## config.mk

```make
export PLATFORM = sky130hd
export DESIGN_NAME = decoder_in_conditioner
export DESIGN_NICKNAME = d
export VERILOG_FILES = /design/src/rtl/decoder_in_conditioner.sv
export SDC_FILE = /design/constraint.sdc
export NUM_CORES = 1
export LEC_CHECK = 0
export BUFFER_PORTS_ARGS = -buffer_cell sky130_fd_sc_hd__buf_4
export CORE_ASPECT_RATIO = 0.9
export CORE_MARGIN = 8
export CORE_UTILIZATION = 57
export CTS_BUF_LIST = sky130_fd_sc_hd__clkbuf_4 sky130_fd_sc_hd__clkbuf_8
export DETAILED_ROUTE_END_ITERATION = 6
export PLACE_DENSITY_LB_ADDON = 0.12
export SLEW_MARGIN = 0
export SYNTH_ARGS = -nofsm -noshare
export SYNTH_HDL_FRONTEND = slang
export SYNTH_SLANG_ARGS = --single-unit
```

## constraint.sdc

```tcl
create_clock -name clk -period 3.2 [get_ports clk]
set_clock_uncertainty 0.05 [all_clocks]
set_input_delay 0.64 -clock clk [delete_from_list [all_inputs] [get_ports clk]]
set_output_delay 0.64 -clock clk [all_outputs]
set_load 0.05 [all_outputs]
```

## src/rtl/decoder_in_conditioner.sv

```systemverilog
// -----------------------------------------------------------------------------
// decoder_in_conditioner
//
// Input-conditioning stage in front of decoder_proj. The raw pad bus is
// synchronized, debounced, and each newly stable code is queued once in a
// small FIFO. The decoder drains the FIFO through a valid/ready handshake.
// As a result the decoder never sees metastable, glitching or repeated codes.
//
// Parameters:
//   WIDTH    - code width; matches the decoder io_in
//   DEBOUNCE - consecutive stable cycles required before a commit (>= 1)
//   DEPTH    - FIFO entries; power of two, >= 2
//
// Ports:
//   clk            in   sole clock, rising edge
//   rst_n          in   asynchronous active-low reset
//   io_in          in   raw asynchronous pad inputs
//   code_o         out  FIFO head code (0 while empty)
//   code_valid_o   out  FIFO non-empty
//   code_ready_i   in   decoder accepts the head this cycle
//   level_o        out  current FIFO occupancy
//   overflow_o     out  sticky: a committed code was dropped on a full FIFO
//   overflow_clr_i in   synchronous clear of overflow_o (a new drop wins)
// -----------------------------------------------------------------------------
module decoder_in_conditioner #(
   parameter int WIDTH    = 7,
   parameter int DEBOUNCE = 4,
   parameter int DEPTH    = 4
) (
   input  logic                       clk,
   input  logic                       rst_n,
   input  logic [WIDTH-1:0]           io_in,
   output logic [WIDTH-1:0]           code_o,
   output logic                       code_valid_o,
   input  logic                       code_ready_i,
   output logic [$clog2(DEPTH):0]     level_o,
   output logic                       overflow_o,
   input  logic                       overflow_clr_i
);

   localparam int AW = $clog2(DEPTH);
   localparam int CW = $clog2(DEBOUNCE + 1);

   localparam logic [CW-1:0] CNT_ONE    = CW'(1);
   localparam logic [CW-1:0] CNT_MAX    = CW'(DEBOUNCE);
   localparam logic [CW-1:0] CNT_COMMIT = CW'(DEBOUNCE - 1);
   localparam logic [AW:0]   PTR_ONE    = (AW + 1)'(1);
   localparam logic [AW:0]   LEVEL_FULL = (AW + 1)'(DEPTH);

   // ---------------------------------------------------------------------------
   // Two-flop synchronizer, one independent chain per bit
   // ---------------------------------------------------------------------------
   logic [WIDTH-1:0] s1;
   logic [WIDTH-1:0] s2;

   // NOTE: sequential state uses non-blocking assignments so every flop samples
   // the pre-edge value of its source, regardless of process ordering.
   always_ff @(posedge clk or negedge rst_n) begin
      if (!rst_n) begin
         s1 <= '0;
         s2 <= '0;
      end else begin
         s1 <= io_in;
         s2 <= s1;
      end
   end

   // ---------------------------------------------------------------------------
   // Debounce: cand tracks the latest s2 value, cnt counts stable edges
   // since cand was loaded and saturates at DEBOUNCE.
   // ---------------------------------------------------------------------------
   logic [WIDTH-1:0] cand;
   logic [CW-1:0]    cnt;
   logic [WIDTH-1:0] last;
   logic             commit;

   always_ff @(posedge clk or negedge rst_n) begin
      if (!rst_n) begin
         cand <= '0;
         cnt  <= '0;
      end else if (s2 != cand) begin
         cand <= s2;
         cnt  <= '0;
      end else if (cnt < CNT_MAX) begin
         cnt  <= cnt + CNT_ONE;
      end
   end

   // The strobe fires on the single edge where cnt would step past
   // DEBOUNCE-1, so a saturated counter never re-commits. Comparing with
   // last suppresses repeats, including the reset value 0.
   assign commit = (s2 == cand) && (cnt == CNT_COMMIT) && (cand != last);

   // last follows every commit, even one dropped by a full FIFO, so the
   // same code is not retried once space frees up.
   always_ff @(posedge clk or negedge rst_n) begin
      if (!rst_n) begin
         last <= '0;
      end else if (commit) begin
         last <= cand;
      end
   end

   // ---------------------------------------------------------------------------
   // FIFO: pointers carry one extra wrap bit so full and empty are distinct
   // ---------------------------------------------------------------------------
   logic [WIDTH-1:0] mem [DEPTH];
   logic [AW:0]      wr_ptr;
   logic [AW:0]      rd_ptr;
   logic             full;
   logic             rd_en;
   logic             wr_en;
   logic             drop;

   assign level_o      = wr_ptr - rd_ptr;
   assign code_valid_o = (level_o != '0);
   assign full         = (level_o == LEVEL_FULL);
   assign rd_en        = code_valid_o && code_ready_i;
   // A read on the same edge frees the slot the write needs.
   assign wr_en        = commit && (!full || rd_en);
   assign drop         = commit && full && !rd_en;

   // Gating with valid keeps code_o at 0 while empty, including after reset,
   // without needing to clear the storage.
   assign code_o = code_valid_o ? mem[rd_ptr[AW-1:0]] : '0;

   always_ff @(posedge clk or negedge rst_n) begin
      if (!rst_n) begin
         wr_ptr <= '0;
         rd_ptr <= '0;
      end else begin
         if (wr_en) wr_ptr <= wr_ptr + PTR_ONE;
         if (rd_en) rd_ptr <= rd_ptr + PTR_ONE;
      end
   end

   // NOTE: storage has no reset; entries are only observable between the
   // pointers, and those are cleared, so resetting the array would buy nothing.
   always_ff @(posedge clk) begin
      if (wr_en) begin
         mem[wr_ptr[AW-1:0]] <= cand;
      end
   end

   // ---------------------------------------------------------------------------
   // Sticky overflow flag; a drop on the same edge as a clear keeps it set
   // ---------------------------------------------------------------------------
   always_ff @(posedge clk or negedge rst_n) begin
      if (!rst_n) begin
         overflow_o <= 1'b0;
      end else if (drop) begin
         overflow_o <= 1'b1;
      end else if (overflow_clr_i) begin
         overflow_o <= 1'b0;
      end
   end

endmodule

```

==> results.yml <==
min_path:
  min_path_type: "in2async"
synth:
  synth_top_area_share_pct: 35.9
  synthTopCellsByArea: "dfrtp_1, edfxtp_1, mux4_2"
  syn_nets: 177
  ys_seq_elements: 66
  yosys.area.top_type: "dfrtp_1"
  yosys_warnings: 0
  seq_area_frac_synth_pct: 67.7
  yosysUniqueCellTypes: 30
  avgSynthCellArea_um2: 16.9
  syn_inst: 157
  syn-cell-area_um2: 2650
final_layout:
  syn_to_final_growth_pct: 16.6
  diodes: 0
  final_area_um2: 3090
  final_util_pct: 69.2
  final_layout_size_suffix_gt1_share_pct: 33.2
  fin_nets: 202
sta:
  worstMarginPinSlew_ps: 473
  slew_violations: 0
  fin_crit_sh_pct: 92.8
  setup_viol: 0
  grt_setup_unrepaired: "false"
  timing.fmax_mhz: 337
  min_period_ps: 2970
  finalSetupTns_ps: 0
  slew_headroom_pct: 68.5
  hold_violations: 0
detailed_routing:
  drcViolationCount: 0
  vias_per_cell: 5.17
  wl_mm: 4.10
  route.vias.total: 1287
  firstDrtPassIters: 4
  first_iter_violations: 51
  ant_nets: 0
  wl_per_cell_um: 16.4
global_routing:
  antenna_found_initial: 0
  grt_pass1_wl_mm: 6.94
  grt_max_degree: 39
  grt_overflow: 0
  grt_usage_pct: 13.5
  grt_pass1_vias: 1473
setup_path:
  cp.required_ps: 2510
  cp.arrival_ps: 2280
  critPathKind: "reg2out"
  crit_fanout: 10
  startpoint_type: "flop"
  end_kind: "output pin"
floorplan:
  die_y_um: 80.6
  pin_count: 23
  coreArea_um2: 4460
  dieArea_um2: 7080
  initial_core_util_pct: 59.3
  row_count: 23
  dieWidth_um: 87.8
clock_network:
  worstSkewPairLatency_ps: 330
  clk_root_buffer_cell: "clkbuf_8"
  ctsHtreeMaxLevel: 3
  clk_pin_slew_worst_paths_ps: 70
  clock-sinks: 66
  tritoncts: "yes"
  cts_inserted_buffers: 9
  cts_setup_buffers: 0
  clk_path_buf_depth: 2
power_and_ir_drop:
  p_switching_uw: 870
  sequentialPowerShare_pct: 37.8
  p_int_uw: 1700
  combPwrFrac_pct: 32.9
  leakage_uw: 0.00130
  ir_drop_v: 0.000439
  switching_share_pct: 33.8
  power.share.clock_pct: 29.3
  powerDensity_nw_per_um2: 833
placement:
  gp_congestion: 0.744
  io_buffers: 22
  placed_cell_area_um2: 2860
run_status:
  status: "completed"
run:
  drv_cap: 0
[metrics by stage]
step | instances | power [uW] | worst slack, ps | hold WS (ps)
global placement | 233 | 1810 | 539 | 281
CTS | 249 | 2600 | 68.3 | 221
finish | 249 | 2570 | 231 | 220
global route | 249 | 2670 | 74.0 | 240
floorplan | 157 | 1590 | 231 | 281
detailed placement | 233 | 1840 | 436 | 285
[worst paths after layout]
path | start | endpoint | slack (ps) | cells after the start
max | wr_ptr[0]$_DFFE_PN0P_ | code_o[1] | 230 | 7
min | rst_n | s1[5]$_DFF_PN0_ | 220 | 1
max reg2reg | wr_ptr[0]$_DFFE_PN0P_ | mem[0][2]$_DFFE_PP_ | 500 | 8
min reg2reg | s1[0]$_DFF_PN0_ | s2[0]$_DFF_PN0_ | 300 | 0
max in group asynchronous | rst_n | cand[0]$_DFFE_PN0P_ | 2550 | 1
min in group clk | s1[0]$_DFF_PN0_ | s2[0]$_DFF_PN0_ | 300 | 0
[what timing repair did]
action / 4_1_cts / 5_1_grt
hold buffers: 0 / 0
setup endpoints to repair: 0 / 7
gates resized for setup: 0 / 1
[metal layers]
metal	GRT usage (%)	vias up	share of wire [%]
li1	-	599	-
met3	4.08	10	5.1
met1	14.4	644	41
met2	22.8	34	52
met4	9.26	0	2.5
met5	0	-	0
[power by group through the flow]
stage / clock (uW) / sequential (uW) / combinational (uW)
final: 753 / 971 / 846
after floorplan: 0 / 958 / 634
after detailed placement: 0 / 989 / 848
after global routing: 807 / 976 / 892
after global placement: 0 / 984 / 827
after CTS: 772 / 971 / 852
[cells by family (layout without fill, tap and decap cells)]
family / Yosys count / after routing / share of synthesized area (%)
AOI/OAI and AO/OA: 2 / 2 / 0.426
xor gates and xnor gates: 20 / 20 / 7.14
adders and majority gates: 9 / 9 / 4.54
buffers and inverters: 18 / 48 / 2.88
DFF: 66 / 66 / 67.7
muxes: 17 / 17 / 10.3
and+or+nand+nor: 25 / 25 / 7.00
[worst max-delay path, stage by stage, from the launching register on]
cell	delay (ps)
dfrtp_1	380
inv_1	100
ha_1	220
fa_1	380
xnor3_1	280
nand3_2	200
and2_1	200
buf_4	180
[final cells by class]
class | count | area, um2
Sequential cell | 66 | 1790
Fill cell | 311 | 1380
Multi-Input combinational cell | 73 | 783
Timing Repair Buffer | 24 | 180
Clock buffer | 11 | 145
Tap cell | 62 | 77.6
Clock inverter | 5 | 76.3
Inverter | 8 | 31.3
[registers in the layout, indices dropped and copies added (netlist names)]
| register | count |
|---|---|
| s2 | 7 |
| cand | 7 |
| cnt | 3 |
| s1 | 7 |
| mem | 28 |
| rd_ptr | 3 |
| wr_ptr | 3 |
| overflow_o | 1 |
| last | 7 |
[placed cells by master, fill, tap and decap left out, types with 2 or more instances in the layout]
cell       count
xor2_1        11
edfxtp_1      28
nor4_2         2
mux4_2         7
inv_1          7
bufinv_16      2
and2_1        10
ha_1           8
xnor2_1        8
clkinv_2       3
mux2_2         7
dfrtp_1       38
nor2_1         3
buf_4         24
nand3_1        2
clkbuf_8      10
[cells in the mapped netlist, drive strengths merged]
cell type	instances
nand2	1
o22ai	1
xor2	11
nand2b	1
dfrtp	38
nand3	3
nand4	1
ha	8
fa	1
buf	2
nor4	2
clkinv	1
nor2	3
nor3b	1
and4bb	1
mux4	7
and2	10
mux2	9
xnor3	1
inv	7
mux2i	1
clkbuf	8
a21oi	1
xnor2	8
and4	1
edfxtp	28
or4	1
No activity file was read; power rests on OpenSTA's default activity.
